[src/rtl/alu_serial_rx_if.sv]
`default_nettype none
// ============================================================================
// Module   : alu_serial_rx_if
// Purpose  : Bundle of the serial input and the decoded packet result for the
//            serial ALU-command receiver.
// Revision : 1.0  initial release
// ============================================================================
interface alu_serial_rx_if #(
  parameter int DATA_W = 32
);
  logic              sin;
  logic [DATA_W-1:0] a_out;
  logic [DATA_W-1:0] b_out;
  logic [2:0]        op_out;
  logic              valid;
  logic              err_valid;
  logic [2:0]        err_flags;

  // Receiver side: consumes the serial line, produces the decoded results
  modport master (
    input  sin,
    output a_out, b_out, op_out, valid, err_valid, err_flags
  );

  // Host side: drives the serial line, consumes the decoded results
  modport slave (
    output sin,
    input  a_out, b_out, op_out, valid, err_valid, err_flags
  );
endinterface
`default_nettype wire

[src/rtl/alu_serial_rx.sv]
`default_nettype none
// ============================================================================
// Module   : alu_serial_rx
// Purpose  : Receives 11-bit serial frames (start, ctl, 8 data MSB first, stop),
//            assembles 2*BYTES data frames plus one command frame into
//            operands B, A and an opcode, checks CRC-4 and opcode legality.
// Revision : 1.0  initial release
// ============================================================================
module alu_serial_rx #(
  parameter int DATA_W = 32
) (
  input  logic            clk,
  input  logic            rst,
  alu_serial_rx_if.master bus
);

  localparam int         BYTES  = DATA_W / 8;
  localparam logic [4:0] NFRM_C = 5'(2 * BYTES);

  localparam logic [0:0] S_IDLE = 1'b0;
  localparam logic [0:0] S_BITS = 1'b1;

  generate
    if ((DATA_W % 8 != 0) || (DATA_W < 8) || (DATA_W > 64)) begin : g_bad_width
      $error("alu_serial_rx: DATA_W must be a multiple of 8 between 8 and 64");
    end
  endgenerate

  // One serial CRC-4 step, polynomial x^4 + x + 1, MSB first
  function automatic logic [3:0] crc_step(input logic [3:0] c, input logic b);
    logic fb;
    fb = c[3] ^ b;
    return {c[2:0], 1'b0} ^ {2'b00, fb, fb};
  endfunction

  logic [0:0]          state;
  logic [0:0]          state_nxt;
  logic [3:0]          bit_cnt;
  logic [8:0]          shreg;
  logic                sample_bit;
  logic                frame_end;

  logic                fr_done;
  logic                fr_ctl;
  logic                fr_stop;
  logic [7:0]          fr_data;

  logic [4:0]          frm_cnt;
  logic [3:0]          crc;
  logic [2*DATA_W-1:0] opnd;

  logic [3:0]          crc_data_nxt;
  logic [3:0]          crc_cmd;
  logic [2:0]          cmd_op;
  logic [3:0]          cmd_crc;
  logic                cnt_full;
  logic                op_legal;
  logic                accept_data;
  logic                err_data;
  logic                err_crc;
  logic                err_op;
  logic                good;

  logic [DATA_W-1:0]   a_r;
  logic [DATA_W-1:0]   b_r;
  logic [2:0]          op_r;
  logic                valid_r;
  logic                err_valid_r;
  logic [2:0]          err_flags_r;

  // FSM state register
  always_ff @(posedge clk) begin
    if (rst) state <= S_IDLE;
    else     state <= state_nxt;
  end

  // FSM next state: leave IDLE on a start bit, return after the stop bit
  always_comb begin
    state_nxt = state;
    case (state)
      S_IDLE:  if (!bus.sin) state_nxt = S_BITS;
      S_BITS:  if (bit_cnt == 4'd9) state_nxt = S_IDLE;
      default: state_nxt = S_IDLE;
    endcase
  end

  // FSM outputs: bits 0..8 of BITS are ctl+data, bit 9 is the stop bit
  always_comb begin
    sample_bit = 1'b0;
    frame_end  = 1'b0;
    if (state == S_BITS) begin
      if (bit_cnt == 4'd9) frame_end  = 1'b1;
      else                 sample_bit = 1'b1;
    end
  end

  // Bit counter and ctl/data shift register
  always_ff @(posedge clk) begin
    if (rst) begin
      bit_cnt <= 4'd0;
      shreg   <= 9'd0;
    end else if (state == S_IDLE) begin
      bit_cnt <= 4'd0;
    end else begin
      bit_cnt <= frame_end ? 4'd0 : bit_cnt + 4'd1;
      if (sample_bit) shreg <= {shreg[7:0], bus.sin};
    end
  end

  // Capture a completed frame; it is judged on the following edge
  always_ff @(posedge clk) begin
    if (rst) begin
      fr_done <= 1'b0;
      fr_ctl  <= 1'b0;
      fr_stop <= 1'b0;
      fr_data <= 8'd0;
    end else begin
      fr_done <= frame_end;
      if (frame_end) begin
        fr_ctl  <= shreg[8];
        fr_data <= shreg[7:0];
        fr_stop <= bus.sin;
      end
    end
  end

  assign cmd_op   = fr_data[6:4];
  assign cmd_crc  = fr_data[3:0];
  assign cnt_full = (frm_cnt == NFRM_C);
  assign op_legal = (cmd_op == 3'b000) || (cmd_op == 3'b001) ||
                    (cmd_op == 3'b100) || (cmd_op == 3'b101);

  // Frame verdict: CRC folds and the mutually exclusive error/good decision
  always_comb begin
    crc_data_nxt = crc;
    for (int i = 7; i >= 0; i--) crc_data_nxt = crc_step(crc_data_nxt, fr_data[i]);
    crc_cmd = crc_step(crc, 1'b1);
    for (int i = 2; i >= 0; i--) crc_cmd = crc_step(crc_cmd, cmd_op[i]);

    accept_data = fr_done && fr_stop && !fr_ctl && !cnt_full;
    err_data    = fr_done && (!fr_stop || (fr_ctl != cnt_full));
    err_crc     = fr_done && fr_stop && fr_ctl && cnt_full && (crc_cmd != cmd_crc);
    err_op      = fr_done && fr_stop && fr_ctl && cnt_full && (crc_cmd == cmd_crc) && !op_legal;
    good        = fr_done && fr_stop && fr_ctl && cnt_full && (crc_cmd == cmd_crc) && op_legal;
  end

  // Packet accumulator: frame count, running CRC and {B, A} shift register
  always_ff @(posedge clk) begin
    if (rst) begin
      frm_cnt <= 5'd0;
      crc     <= 4'd0;
      opnd    <= '0;
    end else if (fr_done) begin
      if (accept_data) begin
        frm_cnt <= frm_cnt + 5'd1;
        crc     <= crc_data_nxt;
        opnd    <= {opnd[2*DATA_W-9:0], fr_data};
      end else begin
        // Command frame or error: packet ends, next frame starts afresh
        frm_cnt <= 5'd0;
        crc     <= 4'd0;
      end
    end
  end

  // Result registers and one-cycle result/error pulses
  always_ff @(posedge clk) begin
    if (rst) begin
      a_r         <= '0;
      b_r         <= '0;
      op_r        <= 3'd0;
      valid_r     <= 1'b0;
      err_valid_r <= 1'b0;
      err_flags_r <= 3'd0;
    end else begin
      valid_r     <= good;
      err_valid_r <= err_data || err_crc || err_op;
      err_flags_r <= err_data ? 3'b100 : err_crc ? 3'b010 : err_op ? 3'b001 : 3'b000;
      if (good) begin
        b_r  <= opnd[2*DATA_W-1:DATA_W];
        a_r  <= opnd[DATA_W-1:0];
        op_r <= cmd_op;
      end
    end
  end

  assign bus.a_out     = a_r;
  assign bus.b_out     = b_r;
  assign bus.op_out    = op_r;
  assign bus.valid     = valid_r;
  assign bus.err_valid = err_valid_r;
  assign bus.err_flags = err_flags_r;

endmodule
`default_nettype wire

[src/flat_wrapper.sv]
// flat-port wrapper written by rule: the top's interface ports become plain ports
module alu_serial_rx_flat 
#(
  parameter int DATA_W = 32
)
  (clk, rst, bus_sin, bus_a_out, bus_b_out, bus_op_out, bus_valid, bus_err_valid, bus_err_flags);
  alu_serial_rx_if #(.DATA_W(DATA_W)) bus_i ();
  input  logic clk;
  input  logic rst;
  input wire logic [$bits(bus_i.sin)-1:0] bus_sin;
  output wire logic [$bits(bus_i.a_out)-1:0] bus_a_out;
  output wire logic [$bits(bus_i.b_out)-1:0] bus_b_out;
  output wire logic [$bits(bus_i.op_out)-1:0] bus_op_out;
  output wire logic [$bits(bus_i.valid)-1:0] bus_valid;
  output wire logic [$bits(bus_i.err_valid)-1:0] bus_err_valid;
  output wire logic [$bits(bus_i.err_flags)-1:0] bus_err_flags;
  assign bus_i.sin = bus_sin;
  assign bus_a_out = bus_i.a_out;
  assign bus_b_out = bus_i.b_out;
  assign bus_op_out = bus_i.op_out;
  assign bus_valid = bus_i.valid;
  assign bus_err_valid = bus_i.err_valid;
  assign bus_err_flags = bus_i.err_flags;
  alu_serial_rx #(.DATA_W(DATA_W)) u_core (.clk(clk), .rst(rst), .bus(bus_i));
endmodule
[config.mk]
export PLATFORM = sky130hd
export DESIGN_NAME = alu_serial_rx_flat
export DESIGN_NICKNAME = d
export VERILOG_FILES = /design/src/rtl/alu_serial_rx_if.sv /design/src/rtl/alu_serial_rx.sv /design/src/flat_wrapper.sv
export SDC_FILE = /design/constraint.sdc
export NUM_CORES = 1
export LEC_CHECK = 0
export ABC_AREA = 1
export BUFFER_PORTS_ARGS = -buffer_cell sky130_fd_sc_hd__clkbuf_2
export CAP_MARGIN = 20
export CORE_MARGIN = 2
export CORE_UTILIZATION = 30
export DETAILED_ROUTE_END_ITERATION = 12
export GPL_ROUTABILITY_DRIVEN = 0
export PLACE_DENSITY = 0.44
export SLEW_MARGIN = 20
export SYNTH_ARGS = -nofsm -noshare
export SYNTH_HDL_FRONTEND = slang
export SYNTH_SLANG_ARGS = --single-unit
[constraint.sdc]
create_clock -name clk -period 2.3 [get_ports clk]
set_clock_uncertainty 0.05 [all_clocks]
set_input_delay 0.46 -clock clk [delete_from_list [all_inputs] [get_ports clk]]
set_output_delay 0.46 -clock clk [all_outputs]
set_load 0.005 [all_outputs]
==> results of run 1 <==
[state kept, by name, summed over array words and instances (netlist names)]
register,count
u_core.frm_cnt,5
u_core.bus.a_out,32
u_core.bus.b_out,32
u_core.shreg,9
u_core.bus.err_flags,3
u_core.bus.err_valid,1
u_core.bus.op_out,3
u_core.bus.valid,1
u_core.fr_stop,1
u_core.fr_data,8
u_core.state,1
u_core.fr_ctl,1
u_core.bit_cnt,4
u_core.crc,4
u_core.fr_done,1
u_core.opnd,64
[layout by cell type (no fill, tap or decap)]
master and n:
nor2_1 248, nand2_1 220, dfxtp_1 170, inv_1 96
o21ai_0 78, clkbuf_2 74, a21oi_1 25, nand3_1 22
clkbuf_16 17, nor2_2 10, buf_4 9, o22ai_1 8
inv_6 7, buf_12 6, clkinv_2 4, xor2_1 4
ha_1 4, inv_2 3, nand4_1 2, bufinv_16 2
nor3_4 1, nand2_2 1, xnor2_1 1, clkinv_1 1
nor2_4 1, nor3_2 1, o21ai_2 1, nand4_4 1
nor3_1 1, o211ai_1 1, clkbuf_8 1, clkinvlp_4 1
inv_8 1
[cell type report]
cell class	instances	share of cell area, %
sequential	170	42.68
inverter	101	4.770
timing repair buffer	89	6.998
clock inverter	14	1.946
clock buffer	18	5.508
tap	280	4.394
multi-input combinational	630	33.70
[worst min-delay path by stage]
stage	startpoint	to	depth (start not counted)
final	bus_sin	u_core.shreg[0]$_SDFFE_PP0P_	3
after global routing	bus_sin	u_core.shreg[0]$_SDFFE_PP0P_	3
after detailed placement	u_core.bus.op_out[1]$_SDFFE_PP0P_	u_core.bus.op_out[1]$_SDFFE_PP0P_	2
after floorplan	u_core.shreg[8]$_SDFFE_PP0P_	u_core.fr_ctl$_SDFFE_PP0P_	2
after CTS	bus_sin	u_core.shreg[0]$_SDFFE_PP0P_	3
after global placement	u_core.bus.op_out[1]$_SDFFE_PP0P_	u_core.bus.op_out[1]$_SDFFE_PP0P_	2
[tightest hold or removal path: stages]
cell and delay, ns:
clkbuf_2 0.07, inv_1 0.06, a21oi_1 0.11
[routing by layer]
layer / global-route usage, % / share of wire, %
met2: 21.02 / 44
met5: 0 / 0
met1: 19.87 / 52
met3: 2.864 / 3.0
met4: 4.631 / 1.1
[power by group through the flow]
| stage | combinational (mW) | clock, mW | sequential (mW) |
|---|---|---|---|
| detailed placement | 0.0982 | 0 | 3.03 |
| CTS | 0.0985 | 3.04 | 2.96 |
| global route | 0.109 | 3.16 | 2.96 |
| finish | 0.0963 | 2.95 | 2.96 |
| global placement | 0.0992 | 0 | 3.03 |
| floorplan | 0.0614 | 0 | 3.03 |
[through the flow]
stage / cells / util, % / hold slack, ns / setup slack (ns)
2_1_floorplan: 947 / - / 0.3731 / 0.5213
3_3_place_gp: 1270 / 33.71 / 0.3996 / 0.4200
3_5_place_dp: 1270 / 33.71 / 0.4074 / 0.3608
4_1_cts: 1302 / 36.43 / 0.2561 / 0.3499
5_1_grt: 1302 / 36.43 / 0.2745 / 0.09368
6_report: 1302 / 36.43 / 0.2675 / 0.3583
[cells by family (layout without fill, tap and decap cells)]
family                     count (synthesis)  after routing
adders and majority gates                  4              4
buffers and inverters                    147            222
AOI/OAI and AO/OA                        113            113
xor gates and xnor gates                   5              5
DFF                                      170            170
and+or+nand+nor                          508            508
==> metrics.txt, run 1 <==
# DRC 0; clock share of power 49.1%; Num CTS Buffers 17; reg2reg end u_core.bus.a_out[18]$_SDFFE_PP0P_; register bit count reported by yosys 170; Row Count 54; initial cell density of the core 30.60%; Crit-path slowest cell dfxtp_1; final hold vios 0; Post-DP Area 0.007380 mm²; area share of the largest cell type after synthesis 50.81%; Sw Pwr 1.368 mW; switching share of power 22.77%; Cell Area, Synth 0.006698 mm²; Cells after Synth 947; IO Port Bufs 74; Filler Cells Inserted 2375; Max-Slew Margin vs Limit 74.19%; share of cells above drive strength 1 13.80%; Worst Setup Start Kind register; worst endpoint required time 2.56 ns; CP most frequent cell nand2_1; Detail Route Antenna Nets 0; Worst Path Arrival 2.21 ns; adder-cell share of the synthesized area 0.7472%; Root Driver clkbuf_16; CTS tree built; Worst setup EP type register; Nets 1016; Die Wd 153.4 µm; clk buf depth 2; Starting DRT DRC Count 334; drt wl/cell 12.41 µm; Async SR Flop Fraction 0%; critical path peak fanout 81; setup_tns 0 ns; Leakage 4.176 nW; hpwl dp 10400 µm; Area Growth Syn to Fin 19.05%; Most used DFF post-synth dfxtp_1; CTS sink cnt 170; commonest cells in the netlist nor2_1 (248), nand2_1 (220), dfxtp_1 (170), inv_1 (98), o21ai_0 (78); cts repair resizes 0; Synth area leaders dfxtp_1 (51%), nor2_1 (14%), nand2_1 (12%); xor/xnor share of the synthesized area 0.6538%; Ys Warns 0; number of synthesized flops with an enable pin 0; first-pass GRT wire length 26770 µm; GRT Util Overall 13.94%; post-synthesis mux area share 0%; Overflow after GRT 0; multi-input logic area 0.002688 mm²; Critical Path Sink u_core.bus.a_out[18]$_SDFFE_PP0P_; Max-Cap Viols 0; vias post-DR 5543; Synth area leader dfxtp_1; final wirelength 16150 µm; Critical path origin u_core.fr_data[6]$_SDFFE_PP0P_; Post CTS Setup Buffer Count 0; crit path time final 1.942 ns; final instance area 0.007974 mm²; pin slew with the least headroom to its limit 0.3871 ns; Flop pwr share 49.3%; largest family of logic cells by synthesized area simple AND/OR/NAND/NOR gates; critical path class register to register; DRT Pass-1 Iters 4; Critical path buffers and inverters 2; Die Y 153.4 µm; Synth Net Count 954; CP top delay family simple AND/OR/NAND/NOR gates; Max stage delay on crit path 0.39 ns; RSZ-0062 raised after global routing no; Cell variety after synth 27; status completed; CTS clk-pin slew, worst paths 0.07 ns; Reg area 0.003403 mm²; period utilization 84.42%; Antenna Cells 0; cell internal pwr 4.640 mW; flop2flop setup slack 0.36 ns; Critical R2R Launch u_core.fr_data[6]$_SDFFE_PP0P_; average vias per placed instance 4.257; FMAX 515.0 MHz; Die ar. 0.02354 mm²; post-synthesis sequential area ratio 50.81%; Mean Syn Cell Area 7.073 µm²; Top Ports 75; R2R depth 12; vias in the first global route 5116; post-synthesis compound-gate area fraction 8.687%; Comb pwr share 1.6%; Core Box Area 0.02189 mm²; antenna violations before repair 0; Power Dens Cells 753.4 mW/mm²; Pwr Total 6.008 mW; Final Max Tran Viols 0; simple-gate share of the synthesized area 29.95%; Levels on crit path 12; largest net degree at the start of global routing 82; most common cell in the netlist nor2_1; CP Cell Sequence inv_2, nand2_1, nand2_1, nand2_1, nand2_1, nand2_1, nand2_2, nor2_4, nand4_4, buf_12, nor2_1, nor2_1; # setup viols final 0; Skew-Pair Late Insertion Delay 0.42 ns; Hold WC Path Type input port to register; worst IR drop on VDD 484.5 µV; H-Tree Depth 4; hold buffers post-CTS 0
Note: power is estimated with default switching activity, not from simulation.
==> inputs of run 2 (changes only) <==
clock period = 1.8 ns   (was 2.3 ns; I/O delays follow)
==> run 2 against run 1 <==
  * Critical endpoint is now u_core.bus.b_out[3]$_SDFFE_PP0P_
  * Largest cell class unchanged
  * Sequential power is 28% higher
  * Sequential share of layout area is 3.8 points lower
  * Clock power is 27% higher
  * Final cell count is 5.0% higher
  * Largest power group unchanged
  * Non-clock buffer count is 66 higher
  * Final area is 10% higher
  * Global-route usage is 0.34 points higher
  * Count of clock-buffer cells in the layout is 2 higher
==> metrics.txt, run 2 (synthesized netlist as in run 1, its figures left out) <==
setup_tns 0 ns; vias in the first global route 5320; CTS tree built; max reg flops 64; Die Y 153.4 µm; Worst Path Arrival 2.06 ns; Num CTS Buffers 17; Die Wd 153.4 µm; Die ar. 0.02354 mm²; Pwr Total 7.647 mW; most frequent cells in the layout nor2_1 (235), nand2_1 (200), dfxtp_1 (163); average vias per placed instance 4.279; antenna violations before repair 0; DRT Pass-1 Iters 4; pin slew with the least headroom to its limit 0.3636 ns; FMAX 562.2 MHz; IO Port Bufs 74; Antenna Cells 0; Nets 1082; Final Max Tran Viols 0; Hold WC Path Type input port to register; status completed; Filler Cells Inserted 2328; RSZ-0062 raised after global routing yes; Critical path origin u_core.fr_data[6]$_SDFFE_PP0P_; GRT Util Overall 14.28%; largest net degree at the start of global routing 88; Area Growth Syn to Fin 31.16%; Starting DRT DRC Count 282; Layout Cells excl Fill 1367; clk buf depth 2; # setup viols final 0; Max-Cap Viols 0; Worst Setup Start Kind register; Row Count 54; crit path time final 1.779 ns; Root Driver clkbuf_16; initial cell density of the core 30.60%; share of cells above drive strength 1 23.37%; critical path class register to register; Worst setup EP type register; Reg with most FFs u_core.opnd; fin util 40.13%; Critical R2R Launch u_core.fr_data[6]$_SDFFE_PP0P_; Skew-Pair Late Insertion Delay 0.43 ns; Critical Path Sink u_core.bus.b_out[3]$_SDFFE_PP0P_; reg2reg end u_core.bus.b_out[3]$_SDFFE_PP0P_; Core Box Area 0.02189 mm²; H-Tree Depth 4; period utilization 98.81%; commonest non-fill, non-tap cell in the layout nor2_1; first-pass GRT wire length 27430 µm; critical path peak fanout 7; CTS clk-pin slew, worst paths 0.06 ns; hold buffers post-CTS 0; Power Dens Cells 870.5 mW/mm²; dpl ws -0.1285 ns; worst endpoint required time 2.08 ns; R2R depth 14; Max-Slew Margin vs Limit 75.76%; vias post-DR 5849; final wirelength 17430 µm; final hold vios 0; CTS sink cnt 170; Top Ports 75; Overflow after GRT 0; # DRC 0; drt wl/cell 12.75 µm; Leakage 4.564 nW; placed instance count 1312; hpwl dp 10740 µm; flop2flop setup slack 0.02 ns; Final Worst Setup Slack 0.02135 ns; Detail Route Antenna Nets 0; worst IR drop on VDD 604.5 µV
## run 2: final cells by class
type / instances / area, µm² / area share (%)
Clock buffer: 20 / 446.7 / 5.085
Clock inverter: 11 / 147.6 / 1.681
Inverter: 101 / 382.9 / 4.358
Multi-Input combinational cell: 630 / 2798 / 31.85
Sequential cell: 170 / 3417 / 38.90
Tap cell: 280 / 350.3 / 3.988
Timing Repair Buffer: 155 / 1242 / 14.14
## run 2: worst min-delay path by stage
stage                                      startpoint                                 to  slack (ns)  cells after the start
floorplan                u_core.shreg[8]$_SDFFE_PP0P_         u_core.fr_ctl$_SDFFE_PP0P_        0.37                      2
global placement    u_core.bus.op_out[1]$_SDFFE_PP0P_  u_core.bus.op_out[1]$_SDFFE_PP0P_        0.40                      2
detailed placement  u_core.bus.op_out[1]$_SDFFE_PP0P_  u_core.bus.op_out[1]$_SDFFE_PP0P_        0.40                      2
CTS                                               rst        u_core.bus.valid$_SDFF_PP0_        0.13                      2
global route                                      rst        u_core.bus.valid$_SDFF_PP0_        0.14                      2
finish                                            rst        u_core.bus.valid$_SDFF_PP0_        0.14                      2
## run 2: where the power goes
group | switching, mW | leakage [nW] | total (mW) | internal [mW]
Sequential | 0.00872 | 1.37 | 3.78 | 3.78
Clock | 1.54 | 0.278 | 3.75 | 2.21
Combinational | 0.0858 | 2.91 | 0.117 | 0.0309
Total | 1.63 | 4.56 | 7.65 | 6.02
## run 2: through the flow
stage	cell area, µm²	hold WS (ns)
global placement	7682	0.4030
floorplan	6698	0.3731
finish	8785	0.1408
global route	8785	0.1439
CTS	8441	0.1340
detailed placement	7682	0.4045
## run 2: worst max-delay path, cell delays in order, from the launching register on
cell and delay, ns:
dfxtp_4 0.37, inv_4 0.05, nand2_2 0.05, nand2_2 0.08
nand2_2 0.08, nand2_2 0.06, nand2_2 0.07, nand2_2 0.08
nor2_4 0.15, nand4_4 0.11, buf_6 0.17, buf_12 0.14
buf_4 0.13, nor2_2 0.07, nor2_1 0.04
## run 2: timing repair
action	4_1_cts	5_1_grt
gates resized for setup	13	54
cloned	2	6
setup endpoints to repair	65	147
setup buffers	10	6
pin swaps	5	13
## run 2: per-layer routing
metal  global-route usage, %  up-vias  part of all wire (%)
met3                   3.686       12                   3.5
met4                   4.412        0                  0.98
li1                        -     3155                     -
met2                   21.47       74                    43
met1                   20.09     2608                    52
met5                       0        -                     0
==> inputs of run 3 (changes only) <==
MAX_ROUTING_LAYER = met4   (was unset)
==> run 3 against run 2 <==
  * Via count shrank 0.12%
  * Non-clock buffer count is the same
  * Combinational power is essentially flat
  * Worst setup slack lost 0.0083 ns
  * Sequential share of layout area grew 0.083 points
  * Critical path type unchanged
  * Highest routed layer unchanged
  * Sequential power is essentially flat
  * Critical endpoint unchanged
  * Final area shrank 0.21%
  * Maximum frequency shrank 0.47%
  * Worst hold slack gained 0.0029 ns
==> metrics.txt, run 3 (synthesized netlist as in run 1, its figures left out) <==
hold_ws 0.1437 ns; status completed; Reg with most FFs u_core.opnd; Area Growth Syn to Fin 30.88%; Nets 1082; Critical path origin u_core.fr_data[6]$_SDFFE_PP0P_; Leakage 4.559 nW; Max-Cap Viols 0; vias post-DR 5842; Overflow after GRT 0; CTS tree built; Antenna Cells 0; # DRC 0; Worst setup EP type register; hpwl dp 10740 µm; Num CTS Buffers 17; clock share of power 48.9%; final instance area 0.008766 mm²; critical path peak fanout 7; average vias per placed instance 4.274; Flop pwr share 49.5%; Skew-Pair Late Insertion Delay 0.43 ns; largest net degree at the start of global routing 88; Sw Pwr 1.623 mW; Root Driver clkbuf_16; RSZ-0062 raised after global routing yes; cell internal pwr 6.018 mW; hold buffers post-CTS 0; multi-input logic area 0.002793 mm²; Die Wd 153.4 µm; drt wl/cell 12.76 µm; Post-DP Area 0.007682 mm²; vias in the first global route 5319; Core Box Area 0.02189 mm²; clk buf depth 2; start point of the worst min-delay path rst; Max-Slew Margin vs Limit 75.45%; DRT Pass-1 Iters 4; worst IR drop on VDD 592.9 µV; Filler Cells Inserted 2329; worst endpoint required time 2.07 ns; Top Ports 75; Critical R2R Launch u_core.fr_data[6]$_SDFFE_PP0P_; crit path time final 1.787 ns; IO Port Bufs 74; GRT Util Overall 14.74%; CTS clk-pin slew, worst paths 0.06 ns; critical path class register to register; first-pass GRT wire length 27430 µm; max reg flops 64; period utilization 99.28%; initial cell density of the core 30.60%; # setup viols final 0; share of cells above drive strength 1 23.18%; commonest non-fill, non-tap cell in the layout nor2_1; setup_tns 0 ns; FMAX 559.6 MHz; pin slew with the least headroom to its limit 0.3683 ns; most frequent cells in the layout nor2_1 (237), nand2_1 (200), dfxtp_1 (163); final wirelength 17440 µm; Worst Setup Start Kind register; Final Max Tran Viols 0; Die Y 153.4 µm; switching share of power 21.24%; antenna violations before repair 0; CTS sink cnt 170; Power Dens Cells 871.7 mW/mm²; H-Tree Depth 4; Reg area 0.003417 mm²; Row Count 54; Hold WC Path Type input port to register; Starting DRT DRC Count 294; Detail Route Antenna Nets 0; Comb pwr share 1.5%; final hold vios 0; Worst Path Arrival 2.06 ns; Die ar. 0.02354 mm²
-- run 3: cell count changes in the layout (fill, tap and decap cells not counted), sizes merged --
cell	delta
clkbuf	-1
buf	+1
-- run 3: worst max-delay path: stages, from the launching register on --
cell and delay (ns):
dfxtp_4 0.37, inv_4 0.05, nand2_2 0.05, nand2_2 0.08
nand2_2 0.08, nand2_2 0.06, nand2_2 0.06, nand2_2 0.08
nor2_4 0.15, nand4_4 0.11, buf_6 0.17, buf_12 0.14
buf_4 0.13, nor2_2 0.07, nor2_1 0.04
-- run 3: power groups by stage --
stage | Clock, mW | Combinational, mW | Sequential, mW
finish | 3.74 | 0.117 | 3.78
global route | 4.00 | 0.135 | 3.78
CTS | 3.85 | 0.120 | 3.79
detailed placement | 0 | 0.120 | 3.87
global placement | 0 | 0.120 | 3.87
floorplan | 0 | 0.0784 | 3.87
-- run 3: final timing paths --
check                                                    endpoint  slack, ns  cells after the start
worst max register to register   u_core.bus.b_out[3]$_SDFFE_PP0P_       0.01                     14
worst min register to register  u_core.bus.op_out[1]$_SDFFE_PP0P_       0.41                      2
worst min-delay path                  u_core.bus.valid$_SDFF_PP0_       0.14                      2
worst max-delay path             u_core.bus.b_out[3]$_SDFFE_PP0P_       0.01                     14
-- run 3: repair_timing --
| action | in CTS | in global routing |
|---|---|---|
| gates cloned | 2 | 6 |
| gates resized for setup | 13 | 52 |
| endpoints found under the setup margin | 65 | 148 |
| pin swaps | 5 | 12 |
| buffers inserted | 10 | 6 |
-- run 3: layout make-up --
class	instances	share of cell area, %
Sequential cell	170	38.98
Multi-Input combinational cell	630	31.86
Timing Repair Buffer	155	14.02
Clock buffer	20	5.096
Inverter	101	4.368
Tap cell	280	3.997
Clock inverter	11	1.684
-- run 3: layer usage --
metal	up-vias	routed length [µm]	global-route usage, %
met3	11	577	3.346
met5	-	0	-
li1	3153	-	-
met4	0	166	4.937
met1	2598	9106	20.15
met2	80	7592	21.51
-- run 3: metrics by stage --
stage | std cells | utilization (%) | power (mW) | worst slack (ns)
2_1_floorplan | 947 | - | 3.949 | 0.02129
3_3_place_gp | 1312 | 35.09 | 3.993 | -0.08030
3_5_place_dp | 1312 | 35.09 | 3.993 | -0.1285
4_1_cts | 1355 | 38.56 | 7.754 | 0.01166
5_1_grt | 1367 | 40.04 | 7.916 | -0.09856
6_report | 1367 | 40.04 | 7.641 | 0.01301
